`config.mk`:
```
export PLATFORM = sky130hd
export DESIGN_NAME = note_sequencer
export DESIGN_NICKNAME = d
export VERILOG_FILES = /design/src/rtl/note_sequencer.sv
export SDC_FILE = /design/constraint.sdc
export NUM_CORES = 1
export LEC_CHECK = 0
export CORE_AREA = 2 2 192 194
export CTS_CLUSTER_DIAMETER = 120
export DETAILED_ROUTE_END_ITERATION = 16
export DIE_AREA = 0 0 194 196
export GPL_ROUTABILITY_DRIVEN = 0
export PLACE_DENSITY_LB_ADDON = 0.15
export SYNTH_ARGS = -nofsm -noshare
export SYNTH_HDL_FRONTEND = slang
export SYNTH_SLANG_ARGS = --single-unit
export TNS_END_PERCENT = 30
```
`constraint.sdc`:
```
create_clock -name clk -period 6.2 [get_ports clk]
set_clock_uncertainty 0.05 [all_clocks]
set_input_delay 0.62 -clock clk [delete_from_list [all_inputs] [get_ports clk]]
set_output_delay 0.62 -clock clk [all_outputs]
set_load 0.005 [all_outputs]
```
`src/rtl/note_sequencer.sv`:
```
// Note scheduler for the sound generator: queues {period, duration} pairs and
// plays them back-to-back in millisecond ticks, with an optional silent gap.
module note_sequencer #(
  parameter int wordsize  = 32,
  parameter int depth     = 8,
  parameter int dur_bits  = 16,
  parameter int tick_div  = 12500,
  parameter int gap_ticks = 10
) (
  input  logic                     clk,
  input  logic                     reset,
  input  logic                     wr_en,
  input  logic [wordsize-1:0]      wr_period,
  input  logic [dur_bits-1:0]      wr_duration,
  input  logic                     flush,
  output logic [wordsize-1:0]      period,
  output logic                     busy,
  output logic                     full,
  output logic [$clog2(depth):0]   count,
  output logic                     overflow
);

  localparam int aw = $clog2(depth);
  localparam int cw = aw + 1;
  localparam int pw = (tick_div > 1) ? $clog2(tick_div) : 1;
  localparam int gw = $clog2(gap_ticks + 1);
  localparam int mw = (dur_bits > gw) ? dur_bits : gw;
  localparam logic [pw-1:0] presc_max = pw'(tick_div - 1);

  typedef enum logic [1:0] {IDLE, PLAY, GAP} state_t;

  state_t                state, state_n;
  logic [wordsize-1:0]   mem_period [depth];
  logic [dur_bits-1:0]   mem_dur    [depth];
  logic [aw-1:0]         wr_ptr, rd_ptr;
  logic [pw-1:0]         presc, presc_n;
  logic [mw-1:0]         ms_cnt, ms_n;
  logic [wordsize-1:0]   period_n;
  logic [cw-1:0]         count_n;
  logic                  push, pop, tick, last;

  // The ms counter holds either the note duration (PLAY) or gap_ticks (GAP);
  // it never sits at zero in those states, so "last" is its final wrap.
  always_comb begin
    // NOTE: every always_comb output gets a default first so no latch is inferred.
    state_n  = state;
    pop      = 1'b0;
    period_n = period;
    tick     = (presc == presc_max);
    last     = tick && (ms_cnt == mw'(1));
    presc_n  = tick ? '0 : presc + pw'(1);
    ms_n     = tick ? ms_cnt - mw'(1) : ms_cnt;
    push     = wr_en && !full && !flush;

    unique case (state)
      IDLE: begin
        period_n = '0;
        presc_n  = '0;
        if (count != '0) pop = 1'b1;
      end
      PLAY: begin
        if (last) begin
          if (gap_ticks != 0) begin
            state_n  = GAP;
            period_n = '0;
            ms_n     = mw'(gap_ticks);
            presc_n  = '0;
          end else if (count != '0) begin
            pop = 1'b1;
          end else begin
            state_n  = IDLE;
            period_n = '0;
          end
        end
      end
      GAP: begin
        if (last) begin
          if (count != '0) pop = 1'b1;
          else             state_n = IDLE;
        end
      end
      default: state_n = IDLE;
    endcase

    // A popped zero-length note is discarded; IDLE retries next cycle.
    if (pop) begin
      presc_n = '0;
      if (mem_dur[rd_ptr] == '0) begin
        state_n  = IDLE;
        period_n = '0;
      end else begin
        state_n  = PLAY;
        period_n = mem_period[rd_ptr];
        ms_n     = mw'(mem_dur[rd_ptr]);
      end
    end

    count_n = count + cw'(push) - cw'(pop);
  end

  always_ff @(posedge clk) begin
    if (!reset || flush) begin
      state    <= IDLE;
      period   <= '0;
      busy     <= 1'b0;
      full     <= 1'b0;
      count    <= '0;
      overflow <= 1'b0;
      wr_ptr   <= '0;
      rd_ptr   <= '0;
      presc    <= '0;
      ms_cnt   <= '0;
    end else begin
      state    <= state_n;
      period   <= period_n;
      count    <= count_n;
      busy     <= (state_n != IDLE) || (count_n != '0);
      full     <= (count_n == cw'(depth));
      overflow <= overflow | (wr_en & full);
      presc    <= presc_n;
      ms_cnt   <= ms_n;
      if (push) wr_ptr <= wr_ptr + aw'(1);
      if (pop)  rd_ptr <= rd_ptr + aw'(1);
    end
  end

  // NOTE: storage has no reset; the cleared pointers and count make stale entries unreachable.
  always_ff @(posedge clk) begin
    if (push) begin
      mem_period[wr_ptr] <= wr_period;
      mem_dur[wr_ptr]    <= wr_duration;
    end
  end

endmodule

```
-- Word-level counts from Yosys, hierarchy flattened
Memories as Yosys holds them, arrays and structs flattened. A register that Yosys moved wholly into a read port is not among the register bits.
Index checks and enable logic that the tools add are counted.
- flip-flop bits (word level): 77
- bits in writable memories: 384
- input bits: 52
- output and inout bits: 39
- logic and storage cells: 69
- memories: 2
- memory list (name ; words ; bits a word ; read ports ; clocked after memory_dff ; wr ports ; RTL line ; RTL):
    mem_period ; 8 ; 32 ; 1 ; 1 ; 1 ; 33 ; logic [wordsize-1:0] mem_period [depth];
    mem_dur ; 8 ; 16 ; 1 ; 1 ; 1 ; 34 ; logic [dur_bits-1:0] mem_dur [depth];
- add/subtract/negate cells: 6
- equality and inequality tests: 6
- multiplexer cells: 27
- bitwise operators: 2
- reductions and logical operators: 16
- operator list (kind ; number):
    $mux W32 ; 3
    $mux W16 ; 5
    $pmux W32 S2 ; 1
    $mux W14 ; 2
    $pmux W14 S2 ; 1
    $eq A16 B1 Y1 const B ; 1
    $logic_not A16 Y1 ; 1
    $sub A16 B1 Y16 const B ; 1
    $add A14 B1 Y14 const B ; 1
    $eq A14 B14 Y1 const B ; 1
    $mux W3 ; 4
    $mux W2 ; 4
    $reduce_bool A4 Y1 ; 2
    $add A3 B1 Y3 const B ; 2
    $pmux W2 S3 ; 1
    $mux W1 ; 5
    $add A4 B1 Y4 ; 1
    $eq A4 B4 Y1 const B ; 1
    $sub A4 B1 Y4 ; 1
    $logic_and A1 B1 Y1 ; 3
    $logic_not A1 Y1 ; 3
    $ne A3 B3 Y1 const B ; 1
    $reduce_bool A3 Y1 ; 1
    $eq A2 B1 Y1 const B ; 1
    other kinds (9) ; 10

-- Depth between registers and ports, before layout
- depth in word-level cells: 7
- gate-level depth with buffers: 15
- gate-level depth less buffers: 14

-- Worst setup path before layout
OpenSTA, ideal clock, no wires.
- path kind: input -> register
- from: input port wr_en
- to: memory mem_dur[0][0] (enable)
- library setup time: 0.513 ns
- arrival: 4.525 ns
- data required time: 5.637 ns
- path slack: 1.112 ns
- stages on the path: 4
- buffers on the path: 0
- cells stage by stage: nor2b_1 -> nor2b_1 -> nand2b_1 -> nor3_1
- longest elaborated chain between the ends: 4
- ends and longest elaborated chain (item ; RTL line ; RTL):
    start, declared ; 12 ; input logic wr_en,
    $logic_and A1 B1 Y1 (2 in series) ; 53 ; push = wr_en && !full && !flush;
    $mux W1 ; 129 ; if (push) begin
    $mux W1 (implied by the code) ; 131 ; mem_dur[wr_ptr] <= wr_duration;
    end, declared ; 34 ;
Every way passes these cells.

-- Worst setup path in the final report
- from: register presc[0]
- to: register busy
- longest elaborated chain between the ends: 7
- elaborated cells on any way between the ends: 12
- classes of those cells: 1 x add/sub; 1 x eq/ne; 6 x mux; 4 x reduce/logical
- ends and longest elaborated chain (item ; RTL line ; RTL):
    start, declared ; 36 ; logic [pw-1:0] presc, presc_n;
    start signal, assigned ; 120 ; presc <= presc_n;
    $eq A14 B14 Y1 ; 49 ; tick = (presc == presc_max);
    $logic_and A1 B1 Y1 ; 50 ; last = tick && (ms_cnt == mw'(1));
    $mux W1 ; 77 ; if (last) begin
    $pmux W1 S2 ; 55 ; unique case (state)
    $sub A4 B1 Y4 ; 98 ; count_n = count + cw'(push) - cw'(pop);
    net count_n[1] ; 39 ; logic [cw-1:0] count_n;
    $reduce_bool A4 Y1 ; 117 ; busy <= (state_n != IDLE) || (count_n != '0);
    $logic_or A1 B1 Y1 ; 117 ;
    end signal, assigned ; 117 ;
    end, declared ; 17 ; output logic busy,
The timed path passes the listed nets, and every way through them passes these cells.
A chain may end at the register's enable or synchronous reset.

==> metrics.txt <==
sequential share of the synthesized area 73.80%; GRT Total Usage 18.75%; Yosys top cell by area edfxtp_1; Main synth FF type edfxtp_1; Int Pwr 5.908 mW; number of vias in the routed layout 8,710; IO Port Bufs 90; dpl cells 1,464; post-synthesis cell count 939; slowest cell delay on critical path 0.71 ns; 1st-pass router iterations 4; vias in the first global route 9,037; crit path cell chain ha_1 > and4b_1 > nand3_1 > or4_1 > a221o_1 > inv_2 > ha_1 > inv_1 > ha_1 > fa_1 > or3_1 > nor2_1 > a41oi_1; crit path kind reg -> reg; I/O pin total 91; Syn Nets 1,002; leak pwr 6.501 nW; DP Area 19,260 um^2; dpl hpwl 18,620 um; Setup TNS 0 ns; crit path DAT 4.75 ns; Final Max Slew Viols 0; sw frac 25.32%; outcome finished clean; commonest cells in the synthesized netlist 384 x edfxtp_1, 96 x mux4_2, 80 x dfxtp_1, 55 x nor2_1, 49 x mux2i_1; worst-path maximum fanout 23; crit path from presc[0]$_SDFF_PP0_; WP data required 6.58 ns; Clk pwr share 36.5%; crit-path leading delay family simple AND/OR/NAND/NOR gates; Peak VDD IR 0.2807 mV; Avg Synthesized Cell Area 18.95 um^2; Seq pwr share 46.6%; Initial Utilization 49.31%; share of the synthesized area in the top cell type 64.80%; CTS Buf Count 47; clock root buffer clkbuf_16; CP endpoint kind register; slowest CP cell or4_1; post-route ant nets 0; r2r startpoint presc[0]$_SDFF_PP0_; Detailed Route WL 35,000 um; layout cells sized above 1 18.74%; core area 36,080 um^2; WL per Instance 22.56 um; fmax 229.1 MHz; Tot Pwr 7.911 mW; Netlist cell types 44; residual DRC count 0; Slew headroom 21.12%; Logic pwr share 16.9%; EDFF count, synth 384; max-cap violation count 0; RSZ-0062 raised after global routing false; die area 38,020 um^2; CTS tree done; grt ovf 0; # clock sinks 464; final instance area 20,860 um^2; NetSw 2.003 mW; P&R area growth vs syn 17.21%; mapped cell area 17,790 um^2; clk buf depth 3; row count 70; final setup fails 0; most numerous cell in the Yosys netlist edfxtp_1; Hold Crit Class reg -> reg; first-pass GRT wire length 54,180 um; CTS Hold Bufs 0; drt initial violations 661; YS warnings 0; Final Hold Viols 0; synth top area cells edfxtp_1 65%, mux4_2 12%, dfxtp_1 9.0%, mux2i_1 2.8%, o2bb2ai_1 1.6%; number of antenna diodes 0; Worst setup SP type register; Synth async-reset ratio 0%; CP bufs+invs 2; final worst-path cycle share 70.40%; clock transition at the registers of the reported paths 0.06 ns; vias per cell 5.616; number of synthesized register bits 464; pwr dens 379.3 nW/um^2; Core Util, Final 57.80%; Tightest Pin Transition 1.182 ns; antenna violations before repair 2; post-CTS sizing 0; Die X 194 um; final worst path period need 4.365 ns; Die H 196 um; clk_lat worst skew 0.59 ns; Hold Path Origin period[27]$_SDFFE_PP0P_; largest net degree at the start of global routing 58; Final nets 1,108; most used cell, CP ha_1; setup bufs post-CTS 0; Final Non-Filler Cells 1,551; CTS H-tree lvls 2
==> per-stage QoR <==
step | setup slack (ns) | hold slack (ns)
after detailed placement | 1.840 | 0.3972
after global routing | 1.486 | 0.4347
after global placement | 1.906 | 0.3900
after floorplan | 1.112 | 0.3765
after CTS | 1.830 | 0.4135
final | 1.835 | 0.4121
==> routing by layer <==
metal	GRT usage (%)	part of all wire [%]
met5	0	0.089
met4	5.387	1.8
met3	3.232	4.4
met2	30.22	48
met1	26.63	46
==> worst reg2reg max path, delay by kind of cell, from the launching register on <==
family | cells | cell delay [ns]
and+or+nand+nor | 5 | 1.76
adders and majority gates | 4 | 1.13
AOI/OAI and AO/OA | 2 | 0.56
buffers and inverters | 2 | 0.36
DFF | 1 | 0.36
==> kinds of logic (layout without fill, tap and decap cells) <==
group | Yosys count | after routing | synth area share, %
flip-flops | 464 | 464 | 73.80
AND/OR/NAND/NOR | 160 | 160 | 4.451
multiplexers | 145 | 145 | 14.91
AO/OA/AOI/OAI | 65 | 65 | 2.904
buffers and inverters | 62 | 206 | 1.547
XOR/XNOR | 32 | 32 | 1.575
adder cells (fa/ha/maj) | 11 | 11 | 0.8156
==> layout make-up <==
class,count,area (um^2)
clock buffer,69,1339
clock inverter,18,259.0
fill,2736,15230
inverter,14,52.55
multi-input combinational,413,4452
sequential,464,13140
tap,468,585.6
timing repair buffer,105,1026
==> placed cells by master (no fill, tap or decap), drive strengths merged, types with 16 or more instances in the layout <==
| cell type | Yosys | layout |
|---|---|---|
| o21ai | 16 | 16 |
| mux4 | 96 | 96 |
| nand3 | 23 | 23 |
| mux2i | 49 | 49 |
| nor2 | 55 | 55 |
| o2bb2ai | 32 | 32 |
| inv | 14 | 16 |
| nand2 | 23 | 23 |
| dfxtp | 80 | 80 |
| edfxtp | 384 | 384 |
| clkdlybuf4s50 | 0 | 90 |
| clkbuf | 20 | 69 |
| xor2 | 18 | 18 |
==> path summary, 6_finish.rpt <==
kind                             end  slack, ns  cells past startpoint
max reg2reg          busy$_SDFF_PP0_       1.84                     13
max                  busy$_SDFF_PP0_       1.84                     13
min          period[27]$_SDFFE_PP0P_       0.41                      1
min reg2reg  period[27]$_SDFFE_PP0P_       0.41                      1
==> state kept, by name (all words and copies together), names as in the netlist, named ones only <==
register and flops:
mem_dur 128, mem_period 256, period 32, count 4, wr_ptr 3, ms_cnt 16
presc 14, state 2, full 1, busy 1, overflow 1, rd_ptr 3
==> power groups by stage <==
stage,logic (mW),clock network [mW],registers [mW]
floorplan,1.07,0,3.65
global placement,1.34,0,3.76
detailed placement,1.36,0,3.76
CTS,1.37,2.96,3.69
global route,1.48,3.07,3.71
finish,1.34,2.89,3.68
Note: power is estimated with default switching activity, not from simulation.
